$ cat config.mk
export PLATFORM = sky130hd
export DESIGN_NAME = uart_tx_mmio
export DESIGN_NICKNAME = d
export VERILOG_FILES = /design/src/rtl/uart_tx_mmio.sv
export SDC_FILE = /design/constraint.sdc
export NUM_CORES = 1
export LEC_CHECK = 0
export BUFFER_PORTS_ARGS = -buffer_cell sky130_fd_sc_hd__buf_4
export CORE_MARGIN = 8
export CORE_UTILIZATION = 45
export CTS_BUF_LIST = sky130_fd_sc_hd__clkbuf_16
export DETAILED_ROUTE_END_ITERATION = 16
export GPL_ROUTABILITY_DRIVEN = 0
export GPL_TIMING_DRIVEN = 1
export PLACE_DENSITY_LB_ADDON = 0.15
export SLEW_MARGIN = 15
export SYNTH_ARGS = -nofsm -noshare
export SYNTH_HDL_FRONTEND = slang
export SYNTH_SLANG_ARGS = --single-unit
$ cat constraint.sdc
create_clock -name clk -period 8 [get_ports clk]
set_clock_uncertainty 0.2 [all_clocks]
set_input_delay 0.4 -clock clk [delete_from_list [all_inputs] [get_ports clk]]
set_output_delay 0.4 -clock clk [all_outputs]
set_load 0.05 [all_outputs]
$ cat src/rtl/uart_tx_mmio.sv
// Memory-mapped UART transmitter: byte FIFO feeding a baud-timed serialiser (8N1).
// Define UART_TX_PARITY_EN to add an even-parity bit (8E1).
module uart_tx_mmio #(
  parameter int BAUD_DIV   = 200,
  parameter int FIFO_DEPTH = 8
) (
  input  logic                         clk,
  input  logic                         rst,
  input  logic                         io_wen,
  input  logic [7:0]                   io_wdata,
  input  logic                         clr_ovf,
  output logic                         fifo_full,
  output logic                         fifo_empty,
  output logic [$clog2(FIFO_DEPTH):0]  fifo_count,
  output logic                         tx_busy,
  output logic                         ovf,
  output logic                         tx,
  output logic [2:0]                   dbg_state
);

  localparam int PW = $clog2(FIFO_DEPTH);
  localparam int CW = PW + 1;
  localparam int BW = (BAUD_DIV > 2) ? $clog2(BAUD_DIV) : 1;
  localparam logic [BW-1:0] BAUD_MAX = BW'(BAUD_DIV - 1);

  typedef enum logic [2:0] {
    S_IDLE   = 3'd0,
    S_START  = 3'd1,
    S_DATA   = 3'd2,
    S_STOP   = 3'd3
`ifdef UART_TX_PARITY_EN
    , S_PARITY = 3'd4
`endif
  } state_e;

  // io_wen is a one-cycle strobe with no back-pressure: it is accepted when the
  // FIFO is not full and otherwise dropped, which sets the sticky ovf flag.
  logic [7:0]    mem_q [FIFO_DEPTH];
  logic [PW-1:0] wr_ptr_q, wr_ptr_d;
  logic [PW-1:0] rd_ptr_q, rd_ptr_d;
  logic [CW-1:0] count_q, count_d;
  logic          ovf_q, ovf_d;

  state_e        state_q, state_d;
  logic [BW-1:0] baud_q, baud_d;
  logic [2:0]    bit_q, bit_d;
  logic [7:0]    shift_q, shift_d;
  logic          tx_q, tx_d;
`ifdef UART_TX_PARITY_EN
  logic          parity_q, parity_d;
`endif

  logic       wr_acc, wr_drop, pop, baud_done;
  logic [7:0] head;

  assign fifo_count = count_q;
  assign fifo_empty = (count_q == '0);
  assign fifo_full  = (count_q == CW'(FIFO_DEPTH));
  assign ovf        = ovf_q;
  assign tx         = tx_q;
  assign tx_busy    = (state_q != S_IDLE);
  assign dbg_state  = state_q;

  assign wr_acc    = io_wen & ~fifo_full;
  assign wr_drop   = io_wen & fifo_full;
  assign head      = mem_q[rd_ptr_q];
  assign baud_done = (baud_q == '0);

  always_ff @(posedge clk) begin
    if (wr_acc) mem_q[wr_ptr_q] <= io_wdata;
  end

  always_comb begin
    wr_ptr_d = wr_acc ? wr_ptr_q + PW'(1) : wr_ptr_q;
    rd_ptr_d = pop    ? rd_ptr_q + PW'(1) : rd_ptr_q;
    count_d  = count_q;
    case ({wr_acc, pop})
      2'b10:   count_d = count_q + CW'(1);
      2'b01:   count_d = count_q - CW'(1);
      default: count_d = count_q;
    endcase
    // A dropped write beats a simultaneous clear.
    ovf_d = wr_drop ? 1'b1 : (clr_ovf ? 1'b0 : ovf_q);
  end

  always_comb begin
    state_d  = state_q;
    baud_d   = baud_q;
    bit_d    = bit_q;
    shift_d  = shift_q;
    tx_d     = tx_q;
    pop      = 1'b0;
`ifdef UART_TX_PARITY_EN
    parity_d = parity_q;
`endif
    case (state_q)
      S_IDLE: begin
        tx_d = 1'b1;
        if (!fifo_empty) begin
          pop      = 1'b1;
          shift_d  = head;
          baud_d   = BAUD_MAX;
          tx_d     = 1'b0;
          state_d  = S_START;
`ifdef UART_TX_PARITY_EN
          parity_d = ^head;
`endif
        end
      end
      S_START: begin
        if (baud_done) begin
          baud_d  = BAUD_MAX;
          tx_d    = shift_q[0];
          bit_d   = 3'd0;
          state_d = S_DATA;
        end else begin
          baud_d = baud_q - BW'(1);
        end
      end
      S_DATA: begin
        if (baud_done) begin
          baud_d = BAUD_MAX;
          if (bit_q == 3'd7) begin
`ifdef UART_TX_PARITY_EN
            tx_d    = parity_q;
            state_d = S_PARITY;
`else
            tx_d    = 1'b1;
            state_d = S_STOP;
`endif
          end else begin
            shift_d = {1'b0, shift_q[7:1]};
            tx_d    = shift_q[1];
            bit_d   = bit_q + 3'd1;
          end
        end else begin
          baud_d = baud_q - BW'(1);
        end
      end
`ifdef UART_TX_PARITY_EN
      S_PARITY: begin
        if (baud_done) begin
          baud_d  = BAUD_MAX;
          tx_d    = 1'b1;
          state_d = S_STOP;
        end else begin
          baud_d = baud_q - BW'(1);
        end
      end
`endif
      S_STOP: begin
        if (baud_done) begin
          // Chain straight into the next start bit when more data is queued.
          if (!fifo_empty) begin
            pop      = 1'b1;
            shift_d  = head;
            baud_d   = BAUD_MAX;
            tx_d     = 1'b0;
            state_d  = S_START;
`ifdef UART_TX_PARITY_EN
            parity_d = ^head;
`endif
          end else begin
            tx_d    = 1'b1;
            state_d = S_IDLE;
          end
        end else begin
          baud_d = baud_q - BW'(1);
        end
      end
      default: begin
        tx_d    = 1'b1;
        state_d = S_IDLE;
      end
    endcase
  end

  always_ff @(posedge clk or negedge rst) begin
    if (!rst) begin
      wr_ptr_q <= '0;
      rd_ptr_q <= '0;
      count_q  <= '0;
      ovf_q    <= 1'b0;
      state_q  <= S_IDLE;
      baud_q   <= '0;
      bit_q    <= '0;
      shift_q  <= '0;
      tx_q     <= 1'b1;
`ifdef UART_TX_PARITY_EN
      parity_q <= 1'b0;
`endif
    end else begin
      wr_ptr_q <= wr_ptr_d;
      rd_ptr_q <= rd_ptr_d;
      count_q  <= count_d;
      ovf_q    <= ovf_d;
      state_q  <= state_d;
      baud_q   <= baud_d;
      bit_q    <= bit_d;
      shift_q  <= shift_d;
      tx_q     <= tx_d;
`ifdef UART_TX_PARITY_EN
      parity_q <= parity_d;
`endif
    end
  end

endmodule

Word level (Yosys, flattened, before mapping) --
Memories as Yosys holds them, arrays and structs flattened. Index checks and enable logic that the tools add are counted. Widths: inputs -> output; s select.
Cells by class: equal/unequal tests 13, mux-type cells 34, bitwise logic cells 3, $add $sub $neg 6, reduce and logical (&&, ||, !) cells 14
Operator list (number):
- $mux 8 | 7
- $pmux 8 s3 | 2
- $mux 3 | 8
- $mux 1 | 12
- $ne 2x2->1 const B | 6
- $pmux 3 s4 | 1
- $add 3x1->3 const B | 3
- $reduce_bool 3->1 | 3
- $logic_not 8->1 | 1
- $pmux 4 s2 | 1
- $reduce_and 4->1 | 2
- $sub 8x1->8 const B | 1
- $eq 3x2->1 const B | 2
- $pmux 3 s2 | 1
- $reduce_bool 2->1 | 3
- $reduce_and 5->1 | 1
- $add 4x1->4 const B | 1
- $eq 4x4->1 const B | 1
- $logic_not 4->1 | 1
- $pmux 1 s4 | 1
- $sub 4x1->4 const B | 1
- $eq 3x1->1 const B | 1
- $eq 3x3->1 const B | 1
- $logic_not 3->1 | 1
- 7 further kinds | 8
Storage, ports and cells: RAM bits 64, register bits after elaboration 34, input port bits 12, logic and storage cells 80, memories 1, output and inout bits 12
Memory list:
- mem_q | depth 8, bits a word 8, read ports 1, clocked after Yosys merged registers in 0, wr ports 1, line 38 | logic [7:0] mem_q [FIFO_DEPTH];

Logic depth before layout (Yosys ltp) --
Gate-level depths: netlist of run 1.
word-level depth 6, depth in mapped cells 12, gate-level depth less buffers 12

Worst setup path before layout of run 1 --
No wires, ideal clock.
path kind register to register, from register count_q[1] (netlist: fifo_count[1]), to register count_q[2] (netlist: fifo_count[2]), clock period less this slack 4327 ps, required time 7653 ps, setup time 147 ps, stages on the path, launching flop included 11, buffers on the path 0, arrival time 3980 ps, path slack 3673 ps, path through dfrtp_1 -> nor4b_1 -> nor2b_1 -> inv_1 -> ha_1 -> xor2_1 -> ha_1 -> a21oi_1 -> xor2_1 -> nor2_1 -> xor2_1
On the way: elaborated cells between the ends (all ways) 13, those cells by class add/sub (2); eq/ne (3); mux (4); bitwise (2); reduce/logical (2)
RTL lines:
- start: declaration | line 41 | logic [CW-1:0] count_q, count_d;
- start signal: assignment | line 195 | count_q <= count_d;
- $eq 4x4->1 (*) | line 58 | assign fifo_full = (count_q == CW'(FIFO_DEPTH));
- via fifo_full | line 12 | output logic fifo_full,
- $not 1->1 (*) | line 64 | assign wr_acc = io_wen & ~fifo_full;
- $and 1x1->1 (*) | line 64
- $eq 2x1->1 or $eq 2x2->1 (tied branches) | line 77 | case ({wr_acc, pop})
- $pmux 4 s2 or $reduce_bool 2->1 (tied branches)
The timed path passes the listed nets; every way through them passes the cells marked *. A chain may end at the register's enable or synchronous reset.

Worst setup path in the final report of run 1 --
from register count_q[1] (netlist: fifo_count[1]), to register count_q[2] (netlist: fifo_count[2])
On the way: cells in the longest elaborated chain, start to end 6, elaborated cells between the ends (all ways) 13, those cells by class add/sub (2); eq/ne (3); mux (4); bitwise (2); reduce/logical (2)
Ends and longest elaborated chain:
- $logic_not 4->1 (*) | line 57 | assign fifo_empty = (count_q == '0);
- $mux 1 (*) | line 99, 154
- $mux 1 | line 152 | if (baud_done) begin
- $pmux 1 s2 (*) | line 96 | case (state_q)
- via pop | line 53 | logic wr_acc, wr_drop, pop, baud_done;
- $eq 2x1->1 or $eq 2x2->1 (tied branches) | line 77
- $pmux 4 s2 or $reduce_bool 2->1 (tied branches)
Marked as above.

==> impl_metrics.json, run 1 <==
{
  "outcome": "complete, no violations",
  "cp-start-kind": "flop",
  "setup_slack_ns": 5.09,
  "synth_xor_area_frac": 0.0199,
  "synth_compound_area_frac": 0.0891,
  "syn-cell-area_sq_um": 4400,
  "async_flop_share": 0.340,
  "peakVddDrop_v": 0.000198,
  "cts_root_buffer": "clkbuf_16",
  "cts_setup_buffers": 0,
  "yosys_most_used_dff": "edfxtp_1",
  "swShare": 0.392,
  "finalHoldViolCount": 0,
  "overflow": 0,
  "clkPwrFrac": 0.199,
  "power_mw": 2.06,
  "synthTopCellsByCount": "64 x edfxtp_1, 37 x nand2_1, 32 x dfrtp_1",
  "yosys-top-cells-area": "edfxtp_1 44%, dfrtp_1 18%, mux4_2 8.2%, ha_1 4.0%, nand2_1 3.2%",
  "insertion_delay_ns": 0.33,
  "fp.dieH_microns": 115,
  "combPwrFrac": 0.419,
  "instances_no_fill": 472,
  "grt_max_degree": 34,
  "wire_per_inst_microns": 16.9,
  "die_x_microns": 115,
  "grt_pass1_vias": 2562,
  "p_leak_nw": 1.88,
  "synth_edf_count": 64,
  "min_path_type": "in -> reg",
  "cts_buffer_depth": 2,
  "dpl.hpwl_mm": 5.30,
  "syn-num-nets": 337,
  "syn-instance-count": 311,
  "cts_tree": "yes",
  "cp-end-kind": "flop",
  "clk_pin_slew_worst_paths_ns": 0.07,
  "fin_hold_ws_ns": 0.0518,
  "synth-seq-cells": 97,
  "finalSetupViolations": 0,
  "seq_area_frac_synth": 0.625,
  "setup_tns_ns": 0,
  "drive_above_1_share": 0.204,
  "num_io_pins": 24,
  "drcViolationCount": 0,
  "cts_buffers": 9,
  "yosysTopAreaCell": "edfxtp_1",
  "fin_crit_sh": 0.363,
  "yosys_warnings": 0,
  "fmax_ghz": 0.344,
  "p_sw_mw": 0.807,
  "die_area_sq_um": 13200,
  "r2r_cells": 10,
  "criticalPathCategory": "reg -> reg",
  "core_area_sq_um": 9640,
  "period_minus_slack_ns": 2.91,
  "rsz0062_at_grt": "false",
  "cp.arrival_ns": 2.93,
  "grt_first_pass_wirelength_mm": 13.5,
  "slew_violations": 0,
  "first_pass_iters": 4,
  "slew_headroom": 0.393,
  "nNetsFinal": 360,
  "synth_top_family_by_area": "multiplexers",
  "yosysTopAreaCellShare": 0.437,
  "routed_wl_mm": 7.96,
  "cts.sinks": 97,
  "area_growth_pct": 13.3,
  "num_vias": 2497,
  "rows": 36,
  "ant_nets": 0,
  "holdPathStages": 2,
  "tightest_slew_ns": 0.908,
  "intPower_mw": 1.25,
  "synth-simple-area-share": 0.0919,
  "postPlaceCellArea_sq_um": 4690,
  "synth.most_common_cell": "edfxtp_1",
  "maxCapViolations": 0,
  "htree_levels": 3,
  "viasPerCell": 5.29,
  "drtIter0Drc": 120,
  "start_util": 0.456,
  "grt_antenna_before_repair": 0,
  "utilization": 0.517,
  "placed_cells": 455,
  "p_seq_frac": 0.382,
  "final_area_sq_um": 4980,
  "critPathMaxFanout": 9,
  "grt.total_usage": 0.133,
  "power_density_nw_per_um2": 414,
  "avgSynthCellArea_sq_um": 14.1,
  "diodes": 0,
  "io_buffers": 22,
  "crit_required_ns": 8.02,
  "place_ws_ns": 5.11,
  "synth_fa_ha_area_frac": 0.0399,
  "muxShareOfSynthArea": 0.110,
  "synth.distinct_cells": 54
}
state kept, by name, indices dropped and copies added, names as in the netlist:
signal      cells
rd_ptr_q        3
ovf             1
wr_ptr_q        3
mem_q          64
bit_q           3
dbg_state       2
fifo_count      4
shift_q         8
tx              1
baud_q          8
placed cells by master, fill, tap and decap left out, drive strengths merged, types with 9 or more instances in the layout:
| cell | instances |
|---|---|
| a21oi | 10 |
| buf | 23 |
| clkbuf | 9 |
| dfrtp | 32 |
| edfxtp | 64 |
| ha | 14 |
| inv | 15 |
| mux4 | 16 |
| nand2 | 37 |
| nor2 | 16 |
| o21ai | 28 |
cells by family (layout without fill, tap and decap cells):
| group | Yosys count | after routing |
|---|---|---|
| DFF | 97 | 97 |
| other | 1 | 1 |
| adders and majority gates | 14 | 14 |
| and+or+nand+nor | 79 | 79 |
| xor gates and xnor gates | 10 | 10 |
| AOI/OAI and AO/OA | 59 | 59 |
| buffers and inverters | 23 | 51 |
| muxes | 28 | 28 |
worst max-delay path: stages, from the launching register on:
cell and delay, ns:
dfrtp_1 0.47, or4_1 0.71, inv_2 0.19, nor3_2 0.10
ha_1 0.27, xor2_1 0.16, ha_1 0.18, a21oi_1 0.14
xor2_1 0.17, nor2_1 0.07, xor2_1 0.13
layout make-up:
cell class | count | area, sq um
fillers | 824 | 4660
flip-flops and latches | 97 | 2750
multi-input cells | 191 | 1560
clock buffers | 9 | 225
repair buffers | 24 | 183
well taps | 133 | 166
clock inverters | 7 | 58.8
inverters | 11 | 41.3
timing repair:
| item | 4_1_cts | 5_1_grt |
|---|---|---|
| hold buffers | 1 | 0 |
| endpoints found under the hold margin | 32 | 0 |
| resized for setup | 0 | 0 |
power by group through the flow:
stage / Clock [mW] / Combinational (mW) / Sequential (mW)
after floorplan: 0 / 0.652 / 0.810
after global placement: 0 / 0.864 / 0.793
after detailed placement: 0 / 0.874 / 0.797
after CTS: 0.418 / 0.878 / 0.786
after global routing: 0.439 / 0.966 / 0.806
final: 0.410 / 0.864 / 0.786
path summary, 6_finish.rpt:
path	from	endpoint	slack, ns
min in group asynchronous	rst	baud_q[4]$_DFFE_PN0P_	0.34
setup reg to reg	fifo_count[1]$_DFFE_PN0P_	fifo_count[2]$_DFFE_PN0P_	5.09
max in group asynchronous	rst	tx$_DFFE_PN1P_	6.92
hold reg to reg	shift_q[3]$_DFFE_PN0P_	shift_q[3]$_DFFE_PN0P_	0.29
setup / recovery	fifo_count[1]$_DFFE_PN0P_	fifo_count[2]$_DFFE_PN0P_	5.09
hold / removal	clr_ovf	ovf$_DFFE_PN0P_	0.05
routing by layer:
metal / GRT usage / wire length, microns / vias to the layer above
met1: 0.175 / 3770 / 1235
met3: 0.0299 / 262 / 8
li1: - / - / 1216
met2: 0.214 / 3840 / 38
met4: 0.0455 / 86 / 0
met5: 0 / 0 / -
No activity file was read; power rests on OpenSTA's default activity.
==> inputs of run 2 (changes only) <==
clock period = 2.75 ns   (was 8 ns; I/O delays follow)
==> impl_metrics.json, run 2 (synthesized netlist as in run 1, its figures left out) <==
{
  "outcome": "complete, no violations",
  "core_area_sq_um": 9640,
  "htree_levels": 3,
  "start_util": 0.456,
  "grt.total_usage": 0.133,
  "finalHoldViolCount": 0,
  "top_register": "mem_q",
  "nNetsFinal": 391,
  "min_path_type": "in -> reg",
  "seq_area_sq_um": 2760,
  "p_leak_nw": 2.03,
  "routed_wl_mm": 8.24,
  "overflow": 0,
  "clk_pin_slew_worst_paths_ns": 0.07,
  "drcViolationCount": 0,
  "area_growth_pct": 20.2,
  "drive_above_1_share": 0.273,
  "finalSetupViolations": 0,
  "critPathMostFrequentCell": "a211oi_1",
  "grt_pass1_vias": 2613,
  "insertion_delay_ns": 0.34,
  "cp-start-kind": "flop",
  "criticalPathCategory": "reg -> reg",
  "num_io_pins": 24,
  "grt_max_degree": 34,
  "cpPeakStageDelay_ns": 0.57,
  "multi_input_area_sq_um": 1590,
  "drtIter0Drc": 128,
  "top_regs": "mem_q (64), baud_q (8), shift_q (8)",
  "io_buffers": 22,
  "dpl.hpwl_mm": 5.53,
  "fp.dieH_microns": 115,
  "largest_reg_flops": 64,
  "die_x_microns": 115,
  "fin_crit_sh": 0.926,
  "slew_headroom": 0.558,
  "slew_violations": 0,
  "diodes": 0,
  "worstPathCellList": "or4_4, inv_6, nor3_2, buf_4, ha_1, nor4bb_1, a211oi_1, a211oi_1, xor2_1",
  "critPathMaxFanout": 7,
  "grt_antenna_before_repair": 0,
  "first_pass_iters": 4,
  "final_common_cell": "edfxtp_1",
  "place_ws_ns": 0.0553,
  "crit_required_ns": 2.81,
  "power_density_nw_per_um2": 1180,
  "cts_tree": "yes",
  "viasPerCell": 5.27,
  "setup_tns_ns": 0,
  "instances_no_fill": 503,
  "cp.arrival_ns": 2.60,
  "peakVddDrop_v": 0.000423,
  "placed_cells": 475,
  "wire_per_inst_microns": 16.4,
  "rsz0062_at_grt": "false",
  "cp-end-kind": "flop",
  "num_vias": 2651,
  "die_area_sq_um": 13200,
  "period_minus_slack_ns": 2.55,
  "fillers": 809,
  "mostFrequentLayoutCells": "64 x edfxtp_1, 44 x buf_4, 37 x nand2_1",
  "cts_buffers": 9,
  "rows": 36,
  "fmax_ghz": 0.393,
  "fin_hold_ws_ns": 0.0355,
  "maxCapViolations": 0,
  "grt_first_pass_wirelength_mm": 13.4,
  "cts.sinks": 97,
  "tightest_slew_ns": 0.658,
  "crit_slowest_cell": "or4_4",
  "ant_nets": 0,
  "cts_root_buffer": "clkbuf_16",
  "setup_slack_ns": 0.203,
  "cts_buffer_depth": 2
}
run 2: report_power, final:
group / internal [mW] / switching, mW / leakage, nW / total [mW]
Clock: 0.630 / 0.568 / 0.137 / 1.20
Combinational: 1.23 / 1.59 / 0.910 / 2.82
Sequential: 1.96 / 0.251 / 0.981 / 2.21
Total: 3.82 / 2.41 / 2.03 / 6.23
run 2: per-layer routing:
| layer | wire [microns] | vias up | GRT usage |
|---|---|---|---|
| met1 | 3890 | 1324 | 0.171 |
| met3 | 256 | 9 | 0.0310 |
| met2 | 3990 | 40 | 0.214 |
| li1 | - | 1278 | - |
| met5 | 0 | - | 0 |
| met4 | 108 | 0 | 0.0482 |
run 2: area by class of cell:
type,count,share of cell area
Sequential cell,97,0.522
Multi-Input combinational cell,191,0.301
Timing Repair Buffer,55,0.0834
Clock buffer,9,0.0426
Tap cell,133,0.0315
Clock inverter,7,0.0109
Inverter,11,0.00876
run 2: worst paths after layout:
kind                                      startpoint                   endpoint  slack (ns)  cells past startpoint
max reg2reg                fifo_count[2]$_DFFE_PN0P_  fifo_count[3]$_DFFE_PN0P_        0.20                      9
min reg2reg                   shift_q[6]$_DFFE_PN0P_     shift_q[6]$_DFFE_PN0P_        0.29                      2
min in group asynchronous                        rst      baud_q[6]$_DFFE_PN0P_        0.09                      2
max                        fifo_count[2]$_DFFE_PN0P_  fifo_count[3]$_DFFE_PN0P_        0.20                      9
min                                           io_wen    wr_ptr_q[1]$_DFFE_PN0P_        0.04                      4
max in group asynchronous                        rst  fifo_count[3]$_DFFE_PN0P_        1.91                      2
run 2: worst max-delay path, delay by kind of cell (launching register included):
kind                       cells  cell delay (ns)
AOI/OAI and AO/OA              2             0.32
xor gates and xnor gates       1             0.17
adders and majority gates      1             0.23
buffers and inverters          2             0.25
DFF                            1             0.40
and+or+nand+nor                3             0.90
run 2: through the flow:
step                      utilization  instance area (sq um)  total power, mW
after global placement          0.506                   4870             5.00
after detailed placement        0.506                   4870             5.06
final                           0.548                   5280             6.23
after global routing            0.548                   5280             6.65
after CTS                       0.546                   5270             6.27
after floorplan                     -                   4440             4.31
run 2: timing repair:
action                                  in CTS  in global routing
endpoints found under the setup margin       0                  3
endpoints found under the hold margin       98                  0
resized for setup                            0                  2
hold buffers                                11                  0
setup buffers                                0                  1
